**src/rtl/rom_arbiter.sv**
```systemverilog
// rom_arbiter: shares one synchronous ROM between a fetch port (0) and a data
// port (1). One read is granted per cycle; each result comes back on its own
// port two cycles after the grant.
//
// Ports:
//   CLK, RST          clock, asynchronous active-high reset
//   REQ0/1, ADDR0/1   read requests (ADDR held stable while REQ is high)
//   GNT0/1            combinational grant, request accepted this cycle
//   VALID0/1          registered one-cycle pulse, DATAx holds a new result
//   DATA0/1           registered last read result per port
//   ROM_ADDRESS       combinational address to the synchronous ROM
//   ROM_DATA          ROM output, one cycle after its address
module rom_arbiter #(
  parameter int unsigned BITS           = 16,
  parameter int unsigned ADDRESS_BITS   = 8,
  parameter int unsigned FIXED_PRIORITY = 0,
  parameter int unsigned STARVE_LIMIT   = 4
) (
  input  logic                    CLK,
  input  logic                    RST,
  input  logic                    REQ0,
  input  logic                    REQ1,
  input  logic [ADDRESS_BITS-1:0] ADDR0,
  input  logic [ADDRESS_BITS-1:0] ADDR1,
  output logic                    GNT0,
  output logic                    GNT1,
  output logic                    VALID0,
  output logic                    VALID1,
  output logic [BITS-1:0]         DATA0,
  output logic [BITS-1:0]         DATA1,
  output logic [ADDRESS_BITS-1:0] ROM_ADDRESS,
  input  logic [BITS-1:0]         ROM_DATA
);

  localparam int unsigned CNT_W = 8;
  localparam logic [CNT_W-1:0] LIMIT = CNT_W'(STARVE_LIMIT);

  logic                    gnt0_c, gnt1_c;
  logic                    last_q, last_d;
  logic [ADDRESS_BITS-1:0] last_addr_q, last_addr_d;
  logic [CNT_W-1:0]        starve_cnt_q, starve_cnt_d;
  logic                    s1_vld_q, s1_vld_d;
  logic                    s1_port_q, s1_port_d;
  logic                    valid0_q, valid0_d;
  logic                    valid1_q, valid1_d;
  logic [BITS-1:0]         data0_q, data0_d;
  logic [BITS-1:0]         data1_q, data1_d;

  // Grant decision; nothing is granted while reset is held.
  always_comb begin
    gnt0_c = 1'b0;
    gnt1_c = 1'b0;
    if (!RST) begin
      if (REQ0 && REQ1) begin
        if (FIXED_PRIORITY != 0) begin
          // Port 0 wins ties until port 1 has waited STARVE_LIMIT cycles.
          if (starve_cnt_q == LIMIT) gnt1_c = 1'b1;
          else                       gnt0_c = 1'b1;
        end else begin
          // Round-robin: the port that did not win last time goes now.
          if (last_q) gnt0_c = 1'b1;
          else        gnt1_c = 1'b1;
        end
      end else if (REQ0) begin
        gnt0_c = 1'b1;
      end else if (REQ1) begin
        gnt1_c = 1'b1;
      end
    end
  end

  // Next-state for arbitration history and the two-stage read pipeline.
  always_comb begin
    last_d       = last_q;
    last_addr_d  = last_addr_q;
    starve_cnt_d = '0;
    s1_vld_d     = gnt0_c | gnt1_c;
    s1_port_d    = gnt1_c;
    valid0_d     = s1_vld_q & ~s1_port_q;
    valid1_d     = s1_vld_q & s1_port_q;
    data0_d      = data0_q;
    data1_d      = data1_q;

    if (gnt0_c) begin
      last_d      = 1'b0;
      last_addr_d = ADDR0;
    end else if (gnt1_c) begin
      last_d      = 1'b1;
      last_addr_d = ADDR1;
    end

    if (REQ1 && !gnt1_c) begin
      starve_cnt_d = (starve_cnt_q >= LIMIT) ? LIMIT : starve_cnt_q + CNT_W'(1);
    end

    // ROM_DATA now answers the address granted last cycle.
    if (s1_vld_q && !s1_port_q) data0_d = ROM_DATA;
    if (s1_vld_q && s1_port_q)  data1_d = ROM_DATA;
  end

  always_ff @(posedge CLK or posedge RST) begin
    if (RST) begin
      last_q       <= 1'b1;
      last_addr_q  <= '0;
      starve_cnt_q <= '0;
      s1_vld_q     <= 1'b0;
      s1_port_q    <= 1'b0;
      valid0_q     <= 1'b0;
      valid1_q     <= 1'b0;
      data0_q      <= '0;
      data1_q      <= '0;
    end else begin
      last_q       <= last_d;
      last_addr_q  <= last_addr_d;
      starve_cnt_q <= starve_cnt_d;
      s1_vld_q     <= s1_vld_d;
      s1_port_q    <= s1_port_d;
      valid0_q     <= valid0_d;
      valid1_q     <= valid1_d;
      data0_q      <= data0_d;
      data1_q      <= data1_d;
    end
  end

  assign GNT0        = gnt0_c;
  assign GNT1        = gnt1_c;
  // Granted address passes straight through; otherwise hold the last one.
  assign ROM_ADDRESS = last_addr_d;
  assign VALID0      = valid0_q;
  assign VALID1      = valid1_q;
  assign DATA0       = data0_q;
  assign DATA1       = data1_q;

endmodule

```
**config.mk**
```make
export PLATFORM = sky130hd
export DESIGN_NAME = rom_arbiter
export DESIGN_NICKNAME = d
export VERILOG_FILES = /design/src/rtl/rom_arbiter.sv
export SDC_FILE = /design/constraint.sdc
export NUM_CORES = 1
export LEC_CHECK = 0
export CAP_MARGIN = 20
export CORE_ASPECT_RATIO = 0.5
export CORE_UTILIZATION = 30
export DETAILED_ROUTE_END_ITERATION = 12
export GPL_TIMING_DRIVEN = 0
export PLACE_DENSITY = 0.66
export SYNTH_ARGS = -nofsm -noshare
export SYNTH_HDL_FRONTEND = slang
export SYNTH_SLANG_ARGS = --single-unit
```
**constraint.sdc**
```tcl
create_clock -name CLK -period 2.5 [get_ports CLK]
set_clock_uncertainty 0.15 [all_clocks]
set_input_delay 0.75 -clock CLK [delete_from_list [all_inputs] [get_ports CLK]]
set_output_delay 0.75 -clock CLK [all_outputs]
set_load 0.01 [all_outputs]
```
; Word level (Yosys, flattened, before mapping)
; Index checks and enable logic that the tools add are counted.
[word_totals]
reg_bits = 45
in_bits = 36
out_inout_bits = 44
elab_cells = 30
[op_classes]
n_mux = 13
n_bitwise = 4
reduce_logical = 5
[ops]
columns = cell, count
row1 = 8-bit 2-to-1 mux, 2
row2 = 1-bit 2-to-1 mux, 11
row3 = 1-bit logical AND, 3
row4 = 1-bit AND, 2
row5 = 2-bit nonzero test, 1
row6 = 1-bit logical NOT, 1
row7 = 1-bit NOT, 1
row8 = 1-bit bitwise OR, 1

; Longest topological paths before layout
; Gate-level depths: netlist of run 1.
[depth]
depth_word = 6
ltp_mapped = 5
mapped_depth_nobuf = 3

; Worst setup path after synthesis of run 1
; No wires, ideal clock.
[synth_timing]
kind = input port to output port
start = input port RST
end = output port ROM_ADDRESS[0]
t_arrival_ns = 1.551
t_required_ns = 1.600
slack_ns = 0.049
cell_stages = 5
path_buffers = 2
path_cell_list = nand2b_4 buf_6 or2_1 buf_6 a31oi_2
[synth_via]
elab_chain_cells = 3
word_cells_on_any_way = 4
classes_between = 4 x mux
[synth_lines]
columns = element, line_no
row1 = "start, declared", 20  ; input logic RST,
row2 = 1-bit 2-to-1 mux, 53  ; if (!RST) begin
row3 = 8-bit 2-to-1 mux, 87  ; end else if (gnt1_c) begin
row4 = 8-bit 2-to-1 mux (*), 84  ; if (gnt0_c) begin
row5 = "end, declared", 31  ; output logic [ADDRESS_BITS-1:0] ROM_ADDRESS,
; Mark *: on every way between the ends. The rest lies on a longest branch, timed or not.

; Final worst setup path of run 1
[layout_timing]
start = input port REQ1
end = output port ROM_ADDRESS[4]
[layout_via]
elab_chain_cells = 6
word_cells_on_any_way = 9
classes_between = 8 x mux / 1 x reduce/logical
[layout_lines]
columns = element, line_no
row1 = "start, declared", 22  ; input logic REQ1,
row2 = 1-bit 2-to-1 mux, 66  ; end else if (REQ1) begin
row3 = 1-bit 2-to-1 mux, 64  ; end else if (REQ0) begin
row4 = 1-bit 2-to-1 mux, 54  ; if (REQ0 && REQ1) begin
row5 = 1-bit 2-to-1 mux, 53
row6 = 8-bit 2-to-1 mux, 87
row7 = 8-bit 2-to-1 mux (*), 84
; Marked as above.

==> flow_metrics.py, run 1 <==
metrics = {
    "setup_path": {
        "critPathMostFrequentCell": "buf_8",
        "critPathBufInv": 3,
        "rrSetupSlack_ns": 0.83,
        "r2r_end": "last_addr_q[7]",
        "crit_type": "primary input to primary output",
        "cp_top_family": "simple AND/OR/NAND/NOR gates",
        "startpoint_type": "primary input",
        "critPathLaunch": "REQ1",
        "max_stage_delay_ns": 0.28,
        "reg2regPathDepth": 6,
        "critPathRequiredTime_ns": 1.60,
        "path_max_fanout": 5,
        "worstPathArrival_ns": 1.71,
        "crit_path_end": "ROM_ADDRESS[4]",
        "cp-end-kind": "primary output",
        "reg2reg_from": "last_q",
        "path_cells": "buf_8, nor2b_4, or2_4, buf_8, a31oi_4, buf_6",
        "cp_slowest_cell": "or2_4",
        "path_depth": 6,
    },
    "worst_hold_path": {
        "hold_class": "primary input to async pin",
    },
    "routing": {
        "ant_nets": 0,
        "routed_via_density": 4.524,
        "routedWlPerCell_microns": 14.83,
        "dr.pass1.iters": 4,
        "dr.first_iter.drc_count": 52,
        "vias": 1434,
        "drcViolationCount": 0,
        "routed_wl_microns": 4701,
    },
    "synth": {
        "yosysTopAreaCell": "dfrtp_1",
        "syn_nets": 172,
        "synth_seq_cells": 45,
        "yosysSeqAreaShare": 0.6055,
        "avgSynthCellArea_sq_um": 13.69,
        "yosys_warnings": 0,
        "synthDistinctLibCells": 20,
        "syn_area_sq_um": 1862,
        "netlist_top_cells_area": "dfrtp_1 59%, mux2_2 15%, a31oi_2 5.4%",
        "yosysTopAreaCellShare": 0.5914,
        "syn_inst": 136,
    },
    "final_layout": {
        "drive_gt1_frac": 0.3820,
        "final_common_cell": "clkdlybuf4s50_1",
        "fill_cells": 482,
        "antenna-diode-count": 0,
        "nNetsFinal": 268,
        "syn2layout_area_growth_pct": 70.36,
        "seq_area_sq_um": 1127,
        "multi_input_area_sq_um": 797.0,
        "final_cell_mix": "66 x clkdlybuf4s50_1, 44 x dfrtp_1, 25 x mux2_2, 12 x buf_4",
    },
    "global_routing": {
        "overflow": 0,
        "grt_pass1_wl_microns": 7610,
        "grt_pass1_vias": 1525,
        "grtUsageTotal": 0.1522,
        "grt_max_degree": 43,
        "antenna_found_initial": 0,
    },
    "sta": {
        "maxSlewViolCount": 0,
        "slew_headroom": 0.7611,
        "period_needed_ns": 2.605,
        "grt_setup_unrepaired": "true",
        "timing.fmax_mhz": 383.8,
        "setup_ws_ns": -0.1054,
        "final-setup-viol-count": 8,
        "finalCritPeriodShare": 1.042,
        "finalHoldViolCount": 0,
        "max_slew.worst_pin.slew_ns": 0.3574,
    },
    "placed_design": {
        "io_buffer_count": 79,
        "gp_congestion": 0.7003,
        "pre_cts_ws_ns": -1.182,
        "hpwl_microns": 3270,
    },
    "status": {
        "status": "finished, violations left",
        "failed_checks": "negative setup slack",
    },
    "clocking": {
        "clock_path_buffers": 2,
        "hold_buffers": 0,
        "clkLatencyLatePin_ns": 0.28,
        "cts.sinks": 45,
        "numCtsBuffers": 5,
        "cts-root-buf": "clkbuf_16",
        "cts_tree": "built",
        "clk_pin_slew_ns": 0.06,
        "cts_max_level": 2,
    },
    "power_and_ir_drop": {
        "power.density_nw_per_um2": 759.5,
        "static-leakage-power_nw": 1.313,
        "power_mw": 2.409,
        "ir_worst_vdd_mv": 0.3581,
    },
    "floorplan": {
        "die_w_microns": 113.4,
        "start_util": 0.3250,
        "core_sq_um": 5729,
        "fp.dieH_microns": 57.71,
        "rows": 19,
        "ios": 80,
        "design.die.area_sq_um": 6544,
    },
    "flow_run": {
        "maxCapViolations": 0,
    },
}
## worst reg2reg max path, stage by stage, from the launching register on
cell and delay (ns):
dfstp_2 0.59, nor2b_4 0.05, or2_4 0.28, buf_16 0.15, a31oi_4 0.16, buf_4 0.13, buf_4 0.09
## area by class of cell
type,instances,area share
Multi-Input combinational cell,78,0.2513
Inverter,4,0.004734
Clock inverter,2,0.004339
Sequential cell,45,0.3554
Timing Repair Buffer,93,0.2935
Buffer,5,0.01381
Clock buffer,6,0.04379
Tap cell,84,0.03314
## sequential cells by signal, indices dropped and copies added (netlist names)
| signal | flops |
|---|---|
| s1_vld_q | 1 |
| DATA0 | 16 |
| DATA1 | 16 |
| last_addr_q | 8 |
| VALID1 | 1 |
| s1_port_q | 1 |
| VALID0 | 1 |
| last_q | 1 |
## routing by layer
layer	GRT usage	vias up	share of wire
li1	-	666	-
met1	0.1881	737	0.43
met2	0.2734	27	0.53
met3	0.03975	4	0.028
met4	0.03195	0	0.0083
met5	0	-	0
## worst min-delay path by stage
stage | slack (ns) | endpoint | cells past startpoint
after CTS | 0.31 | last_addr_q[3] | 3
after detailed placement | 0.33 | DATA0[7] | 1
after global routing | 0.32 | last_addr_q[3] | 3
after global placement | 0.33 | DATA0[7] | 1
final | 0.31 | last_addr_q[6] | 3
after floorplan | 0.33 | last_q | 2
## cell families after synthesis
kind of cell,Yosys count,share of synthesized area
AO/OA/AOI/OAI,17,0.07796
flip-flops,45,0.6055
buffers and inverters,13,0.04032
AND/OR/NAND/NOR,29,0.08266
multiplexers,32,0.1936
## power by group
part / leakage (nW) / switching, mW / internal, mW
clock network: 0.0768 / 0.262 / 0.397
registers: 0.528 / 0.0735 / 0.879
logic: 0.708 / 0.307 / 0.491
## stage by stage
stage | utilization | setup TNS (ns) | std cells | instance area (sq um) | hold WS, ns
after global routing | 0.5536 | -0.8231 | 317 | 3172 | 0.3178
final | 0.5536 | -0.6406 | 317 | 3172 | 0.3071
after CTS | 0.5407 | -0.7147 | 313 | 3098 | 0.3052
after global placement | 0.4813 | -28.90 | 299 | 2758 | 0.3258
after floorplan | - | 0 | 136 | 1862 | 0.3284
after detailed placement | 0.4848 | -10.94 | 300 | 2778 | 0.3330
## synthesized netlist by cell type (all sizes together)
library cell,number
a31oi,8
and2,1
buf,7
clkbuf,2
dfrtp,44
dfstp,1
inv,4
mux2,32
nand2,3
nand2b,3
nand3,8
nor2,3
nor2b,2
nor3,8
o21ai,9
or2,1
## what timing repair did
item	in CTS	in global routing
pin swaps	5	4
setup endpoints to repair	10	8
gates cloned	1	0
endpoints found under the hold margin	0	0
resized for setup	83	12
setup buffers	8	4
(Power assumes the default switching activity.)
==> run 2: changes to the inputs <==
CORE_ASPECT_RATIO = not set   (was 0.5)
==> run 2 against run 1 <==
The flow still finishes with violations (negative setup slack). Maximum frequency grew 1.1%. Core utilization shrank 4.4 points. Die area shrank 0.30%. Clock power shrank 39%. Power shrank 13%. Sequential power shrank 0.7%. Non-clock buffer count shrank 7. Combinational power shrank 5.8%. Hold slack gained 0.041 ns. Global-route usage shrank 1.4 points. Setup slack gained 0.028 ns. Routed wire length shrank 8.8%. Critical endpoint is now ROM_ADDRESS[1].
==> flow_metrics.py, run 2 (synthesized netlist as in run 1, its figures left out) <==
metrics = {
    "setup_path": {
        "max_stage_delay_ns": 0.51,
        "startpoint_type": "primary input",
        "critPathBufInv": 2,
        "rrSetupSlack_ns": 0.88,
        "cp-end-kind": "primary output",
        "path_max_fanout": 2,
        "cp_top_family": "buffers and inverters",
        "path_cells": "clkdlybuf4s50_1, nand3_2, a31oi_4, buf_6",
        "reg2regPathDepth": 3,
        "worstPathArrival_ns": 1.68,
        "cp_slowest_cell": "clkdlybuf4s50_1",
        "r2r_end": "DATA1[3]",
        "crit_type": "primary input to primary output",
        "reg2reg_from": "s1_port_q",
        "critPathRequiredTime_ns": 1.60,
    },
    "final_layout": {
        "final_common_cell": "clkdlybuf4s50_1",
        "syn2layout_area_growth_pct": 62.97,
        "final_cell_mix": "66 x clkdlybuf4s50_1, 44 x dfrtp_1, 25 x mux2_2, 9 x buf_6",
        "antenna-diode-count": 0,
        "nNetsFinal": 261,
        "instances_no_fill": 299,
        "drive_gt1_frac": 0.3839,
        "final_util": 0.5095,
    },
    "global_routing": {
        "overflow": 0,
        "grtUsageTotal": 0.1385,
        "grt_pass1_wl_microns": 6755,
        "antenna_found_initial": 0,
        "grt.busiest_layer": "met2",
        "grtUsageMet2": 0.2271,
        "grt_max_degree": 24,
        "met3_usage": 0.03820,
        "use_met1": 0.1775,
        "grt_pass1_vias": 1392,
    },
    "routing": {
        "routedWlPerCell_microns": 14.33,
        "routed_via_density": 4.625,
        "ant_nets": 0,
        "vias": 1383,
        "routed_wl_microns": 4286,
        "dr.pass1.iters": 4,
        "dr.first_iter.drc_count": 29,
        "drcViolationCount": 0,
    },
    "clocking": {
        "numCtsBuffers": 5,
        "cts_max_level": 2,
        "clk_pin_slew_ns": 0.08,
        "cts_tree": "built",
        "cts-root-buf": "clkbuf_8",
        "cts.sinks": 45,
        "clkLatencyLatePin_ns": 0.29,
        "hold_buffers": 0,
        "clock_path_buffers": 2,
    },
    "sta": {
        "setup_ws_ns": -0.07713,
        "finalHoldViolCount": 0,
        "max_slew.worst_pin.slew_ns": 0.5374,
        "period_needed_ns": 2.577,
        "timing.fmax_mhz": 388.0,
        "finalCritPeriodShare": 1.031,
        "maxSlewViolCount": 0,
        "slew_headroom": 0.6412,
        "final-setup-viol-count": 9,
        "grt_setup_unrepaired": "true",
    },
    "power_and_ir_drop": {
        "sw_frac_of_total": 0.2764,
        "static-leakage-power_nw": 1.234,
        "internal_power_mw": 1.521,
        "clkPwrFrac": 0.193,
        "ir_worst_vdd_mv": 0.2851,
        "combPwrFrac": 0.358,
        "p_switching_mw": 0.5810,
        "power.density_nw_per_um2": 692.8,
        "power_frac_seq": 0.449,
    },
    "floorplan": {
        "core_sq_um": 5956,
        "ios": 80,
        "fp.dieH_microns": 80.78,
        "die_w_microns": 80.78,
        "rows": 28,
        "design.die.area_sq_um": 6525,
        "start_util": 0.3126,
    },
    "status": {
        "failed_checks": "negative setup slack",
        "status": "finished, violations left",
    },
    "placed_design": {
        "numPlacedInstances": 291,
        "io_buffer_count": 79,
        "pre_cts_ws_ns": -1.140,
        "gp_congestion": 0.7155,
    },
    "flow_run": {
        "maxCapViolations": 0,
    },
    "worst_hold_path": {
        "hold_class": "primary input to async pin",
    },
}
-- run 2: cell types whose count changed in the layout (fill, tap and decap cells not counted), moves of 2 or more --
cell       previous run  this run
o21ai_1               4         8
nand3_1               7         2
clkbuf_16             5         0
nand3_2               1         6
o21ai_0               5         1
buf_4                12         6
clkbuf_8              1         5
buf_8                 3         1
-- run 2: cell type report --
type                    instances  area, sq um
well taps                      75        93.84
clock buffers                   5        68.82
fillers                       547         2922
inverters                       4        15.01
flip-flops and latches         45         1127
plain buffers                   5        40.04
clock inverters                 1        5.005
repair buffers                 86        859.6
multi-input cells              78        824.5
-- run 2: what timing repair did --
item,CTS,global route
gates resized for setup,92,9
setup buffers,3,2
hold endpoints to repair,0,0
pin swaps,5,4
cloned,1,0
endpoints found under the setup margin,10,10
-- run 2: metrics by stage --
step           area (sq um)  hold slack (ns)  TNS [ns]  power, mW
5_1_grt                3034           0.3685   -0.8033      2.228
2_1_floorplan          1862           0.3284         0      1.238
3_5_place_dp           2774           0.3346    -10.74      1.646
4_1_cts                2979           0.3525   -0.5858      2.113
3_3_place_gp           2746           0.3245    -33.31      1.628
6_report               3034           0.3477   -0.5437      2.102
-- run 2: worst reg2reg max path, delay by kind of cell, from the launching register on --
kind	cells	cell delay (ns)
flip-flops	1	0.37
multiplexers	1	0.37
buffers and inverters	1	0.34
AND/OR/NAND/NOR	1	0.28
-- run 2: metal layers --
| metal | vias to the layer above | wire length [microns] |
|---|---|---|
| met2 | 42 | 2183 |
| met5 | - | 0 |
| met4 | 0 | 16 |
| met1 | 685 | 1858 |
| li1 | 654 | - |
| met3 | 2 | 228 |
-- run 2: worst max-delay path by stage --
stage	start	endpoint	slack, ns	cells past startpoint
finish	ADDR1[1]	ROM_ADDRESS[1]	-0.08	4
global route	REQ1	ROM_ADDRESS[3]	-0.10	6
CTS	REQ1	ROM_ADDRESS[6]	-0.09	6
detailed placement	RST	ROM_ADDRESS[5]	-1.14	6
global placement	REQ0	ROM_ADDRESS[5]	-1.12	6
floorplan	RST	ROM_ADDRESS[0]	0.05	5
-- run 2: power by group through the flow --
stage | clock network (mW) | registers (mW) | logic (mW)
finish | 0.405 | 0.945 | 0.752
CTS | 0.427 | 0.945 | 0.741
floorplan | 0 | 1.01 | 0.232
global placement | 0 | 0.951 | 0.677
detailed placement | 0 | 0.957 | 0.689
global route | 0.455 | 0.963 | 0.809
==> run 3: changes to the inputs <==
GPL_ROUTABILITY_DRIVEN = 0   (was not set)
==> results of run 3 <==
The final DEF is identical to that of run 2; final timing and power are the same.
